### src/rtl/dewhiten_sequencer.sv
// Packet controller for the serial dewhitener: bit tick, sync hunt, seed load, length/CRC sequencing.
// Seed load 1 clk after sync match, trigger 1 clk after seed; no backpressure, enable low aborts.
module dewhiten_sequencer #(
    parameter int          BIT_PERIOD = 50,
    parameter logic [31:0] SYNC_WORD  = 32'h8E89BED6,
    parameter int          MAX_LEN    = 37,
    parameter int          CRC_BITS   = 24
) (
    input  logic       clock,
    input  logic       reset,
    input  logic       enable,
    input  logic       raw_bit,
    input  logic [5:0] channel,
    input  logic       dw_bit,
    output logic       bit_tick,
    output logic       dw_trigger,
    output logic       dw_seed_load,
    output logic [6:0] dw_seed,
    output logic       pdu_bit,
    output logic       pdu_valid,
    output logic [7:0] pkt_len,
    output logic       busy,
    output logic       pkt_done,
    output logic       len_err
);
    localparam int CW = $clog2(BIT_PERIOD);

    typedef enum logic [2:0] {IDLE, HUNT, SEED, HEADER, PAYLOAD, DONE} state_t;

    state_t          state, next_state;
    logic [CW-1:0]   period_cnt;
    logic [31:0]     sync_sr, sync_next;
    logic [10:0]     bit_cnt;
    logic [7:0]      len_sr, len_next;
    logic            err_q;
    logic            in_pkt, capture, hdr_last, len_bad;

    assign sync_next = {raw_bit, sync_sr[31:1]};
    assign len_next  = {dw_bit, len_sr[7:1]};
    assign in_pkt    = (state == HEADER) || (state == PAYLOAD);
    // dw_bit is valid on the cycle after the tick, i.e. counter value 1
    assign capture   = in_pkt && (period_cnt == CW'(1));
    assign hdr_last  = capture && (state == HEADER) && (bit_cnt == 11'd15);
    assign len_bad   = len_next > 8'(MAX_LEN);

    always_ff @(posedge clock) begin
        if (reset) state <= IDLE;
        else       state <= next_state;
    end

    always_comb begin
        next_state = state;
        if (state != IDLE && !enable) begin
            next_state = IDLE;
        end else begin
            case (state)
                IDLE:    if (enable) next_state = HUNT;
                HUNT:    if (bit_tick && sync_next == SYNC_WORD) next_state = SEED;
                SEED:    next_state = HEADER;
                HEADER:  if (hdr_last) next_state = len_bad ? DONE : PAYLOAD;
                PAYLOAD: if (capture && bit_cnt == 11'd1) next_state = DONE;
                DONE:    next_state = HUNT;
                default: next_state = IDLE;
            endcase
        end
    end

    always_comb begin
        bit_tick     = (state != IDLE) && (period_cnt == '0);
        dw_trigger   = in_pkt;
        dw_seed_load = (state == SEED);
        dw_seed      = (state == SEED) ? {channel, 1'b1} : 7'd0;
        pdu_valid    = capture;
        pdu_bit      = capture & dw_bit;
        busy         = (state == SEED) || in_pkt;
        pkt_done     = (state == DONE) && !err_q;
        len_err      = (state == DONE) && err_q;
    end

    always_ff @(posedge clock) begin
        if (reset) begin
            period_cnt <= '0;
            sync_sr    <= '0;
            bit_cnt    <= '0;
            len_sr     <= '0;
            pkt_len    <= '0;
            err_q      <= 1'b0;
        end else begin
            // Zeroing in SEED aligns the first header tick with the first trigger cycle
            if (state == IDLE || state == SEED || next_state == IDLE)
                period_cnt <= '0;
            else if (period_cnt == CW'(BIT_PERIOD - 1))
                period_cnt <= '0;
            else
                period_cnt <= period_cnt + 1'b1;

            if (state == HUNT && bit_tick)
                sync_sr <= sync_next;
            else if (state == DONE || state == IDLE)
                sync_sr <= '0;

            if (state == SEED) begin
                bit_cnt <= '0;
                err_q   <= 1'b0;
            end else if (capture && enable) begin
                if (state == HEADER) begin
                    if (bit_cnt[3]) len_sr <= len_next;
                    if (bit_cnt == 11'd15) begin
                        pkt_len <= len_next;
                        err_q   <= len_bad;
                        bit_cnt <= {len_next, 3'b000} + 11'(CRC_BITS);
                    end else begin
                        bit_cnt <= bit_cnt + 11'd1;
                    end
                end else begin
                    bit_cnt <= bit_cnt - 11'd1;
                end
            end
        end
    end
endmodule

### config.mk
export PLATFORM = sky130hd
export DESIGN_NAME = dewhiten_sequencer
export DESIGN_NICKNAME = d
export VERILOG_FILES = /design/src/rtl/dewhiten_sequencer.sv
export SDC_FILE = /design/constraint.sdc
export NUM_CORES = 1
export LEC_CHECK = 0
export CAP_MARGIN = 25
export CORE_MARGIN = 2
export CORE_UTILIZATION = 50
export CTS_BUF_LIST = sky130_fd_sc_hd__clkbuf_4 sky130_fd_sc_hd__clkbuf_8 sky130_fd_sc_hd__clkbuf_16
export CTS_CLUSTER_DIAMETER = 150
export DETAILED_ROUTE_END_ITERATION = 12
export GPL_TIMING_DRIVEN = 1
export PLACE_DENSITY = 0.71
export SLEW_MARGIN = 5
export SYNTH_ARGS = -nofsm -noshare
export SYNTH_HDL_FRONTEND = slang
export SYNTH_SLANG_ARGS = --single-unit
export TNS_END_PERCENT = 30
### constraint.sdc
create_clock -name clock -period 4 [get_ports clock]
set_input_delay 1 -clock clock [delete_from_list [all_inputs] [get_ports clock]]
set_output_delay 1 -clock clock [all_outputs]
set_load 0.01 [all_outputs]
==> metrics.md <==
| Metric | Value |
|---|---|
| Status | `complete, no violations` |
| Most frequent cell on the critical path | `clkdlybuf4s50_1` |
| Worst-Margin Slew | `1.01 ns` |
| Clock Latency Late Sink | `0.34 ns` |
| Clock sink count | `67` |
| Clk root buf | `clkbuf_8` |
| Die area | `between 7000 and 8000 um2` |
| Largest cells by area after synthesis | `dfxtp_1 (38%), nor2_1 (7.3%), a22oi_1 (6.9%)` |
| HPWL after DPL | `5.22 mm` |
| Final setup fails | `0` |
| Drt drc | `0` |
| Final hold violations | `0` |
| HP Start | `pkt_len[0]` |
| Initial antenna violation count | `0` |
| Hold Path Class | `flip-flop to flip-flop` |
| Antenna viol nets, final | `0` |
| TNS Setup | `0 ns` |
| Gpl congestion | `roughly 0.86` |
| Ys Warns | `0` |
| Total grt overflow | `0` |
| DR iter-0 viols | `around 300` |
| Antenna Cells | `0` |
| Reg-to-Reg Start | `state[1]` |
| Placed cells | `519` |
| Max-capacitance violation count | `0` |
| TritonCTS Buffers | `9` |
| RSZ-0062 raised after global routing | `no` |
| Commonest non-fill, non-tap cells in the layout | `nor2_1 (68), dfxtp_1 (67), clkdlybuf4s50_1 (33)` |
| DR vias/cell | `5.79` |
| Dpl cell area | `3850 um2` |
| WL/cell | `14.7 um` |
| DR vias | `3096` |
| CP max stage cell | `clkdlybuf4s50_1` |
| Clock skew | `0.00724 ns` |
| Syn_nets | `438` |
| Setup WS pre-CTS | `0.652 ns` |
| Final Routed Wirelength | `7.85 mm` |
| First-pass detailed-route iteration total | `5` |
| Initial core utilization | `51.5%` |
| Seq/Total Area, Yosys | `38.4%` |
| Die W | `87.6 um` |
| Clock transition at path regs | `about 0.070 ns` |
| Cells after synthesis | `419` |
| Total Power | `1.40 mW` |
| Pin count of the biggest net entering global routing | `48` |
| Peak VDD IR | `226 uV` |
| Synth area leader | `dfxtp_1` |
| Rel. slew slack | `32.6%` |
| PortBufs | `33` |
| Ports | `34` |
| Avg Cell Area, Syn | `8.34 um2` |
| Leakage Power | `1.59 nW` |
| Layout area overhead | `16.9%` |
| Setup CP Type | `input port to output pin` |
| Hold_buf cts | `0` |
| Post-cts sizing count | `0` |
| Final Util | `60.1%` |
| Synth unique cells | `54` |
| Synth top area share | `38.4%` |
| Post-CTS setup buffers | `0` |
| Hold WS | `0.475 ns` |
| PnR worst setup slack | `~0.65 ns` |
| Clock buffer depth | `2` |
| Critical Path End Type | `output pin` |
| Max FO, Critical Path | `6` |
| CTS tree | `yes` |
| First-pass GRT wire length | `13.0 mm` |
| Synth Register Bits | `67` |
| Chip Height | `87.6 um` |
| Htree depth | `3` |
| Vias in the first global route | `2689` |
| Fmax | `0.299 GHz` |
| Slew Viols, Final | `0` |
| Worst endpoint required time | `3.00 ns` |
| Final Cell Area | `4090 um2` |
| Startpoint types | `input port` |
| Commonest non-fill, non-tap cell in the layout | `nor2_1` |
| Non-Filler Instances | `between 500 and 600` |
| Final period utilization | `between 80% and 90%` |
| Power Dens Cells | `around 340 nW/um2` |
| # nets final | `453` |
| Worst Setup SP | `dw_bit` |
| CP peak stage delay | `0.64 ns` |
| Post-Synthesis Cell Area | `3500 um2` |
| Async SR Flop Fraction | `0%` |
| Crit path DAT | `2.35 ns` |
| Worst-path cell chain | `clkdlybuf4s50_1 > and2_1 > clkdlybuf4s50_1` |
| Post-synth EDFFs | `0` |
| Core area | `approximately 6800 um2` |
| Share of cells above drive strength 1 | `7.97%` |
| Ys flop type | `dfxtp_1` |
| Std cell rows | `30` |
| Gr usage total | `a little over a fifth` |
| Minimum clock period | `3.35 ns` |
[synthesized netlist by cell type, types with 4 or more instances]
cell,n
clkbuf_1,29
a22oi_1,32
mux2i_1,15
o21ai_0,20
o31ai_1,4
nand4_1,6
nand3_1,7
a21oi_1,14
nor2_1,68
inv_1,14
xor2_1,8
nor2b_1,6
xnor2_1,7
dfxtp_1,67
and2_1,11
ha_1,8
nand2_1,21
nor4_1,4
or4_1,5
nor3_1,9
[metal layers]
metal	part of all wire (%)	up-vias	global-route usage [%]	routed length, um
li1	-	1524	-	-
met1	47	1444	30.0	3720
met2	45	111	32.4	3540
met3	5.7	17	5.37	448
met4	1.9	0	7.27	146
met5	0	-	0	0
[layout make-up]
class	instances	area, um2
clock inverters	4	72.6
clock buffers	12	159
fillers	615	2710
flip-flops and latches	67	1340
repair buffers	39	395
inverters	14	52.6
multi-input cells	303	1940
well taps	96	120
[logic make-up after synthesis]
kind of cell | count (synthesis) | share of synthesized area (%)
XOR/XNOR | 15 | 3.76
buffers and inverters | 49 | 6.08
flip-flops | 67 | 38.4
AND/OR/NAND/NOR | 169 | 25.8
multiplexers | 15 | 4.29
adder cells (fa/ha/maj) | 8 | 2.86
AO/OA/AOI/OAI | 96 | 18.9
[registers in the layout (all words and copies together), names as in the netlist]
name / count
period_cnt: 6
sync_sr: 31
err_q: 1
bit_cnt: 11
pkt_len: 8
state: 3
len_sr: 7
[worst max-delay path, delay by kind of cell]
family | cells | cell delay, ns
buf+inv | 2 | 1.17
simple gates | 1 | 0.18
[power by group]
| group | internal (mW) | switching [mW] | leakage (nW) |
|---|---|---|---|
| registers | 0.670 | 0.00571 | 0.540 |
| clock network | 0.391 | 0.256 | 0.116 |
| logic | 0.0362 | 0.0458 | 0.939 |
[path summary, 6_finish.rpt]
path,end,slack [ns],depth (start not counted)
setup / recovery,pdu_bit,0.65,3
hold / removal,pkt_len[0],0.48,2
setup reg to reg,bit_cnt[0],1.19,4
hold reg to reg,pkt_len[0],0.48,2
No activity file was read; power rests on OpenSTA's default activity.
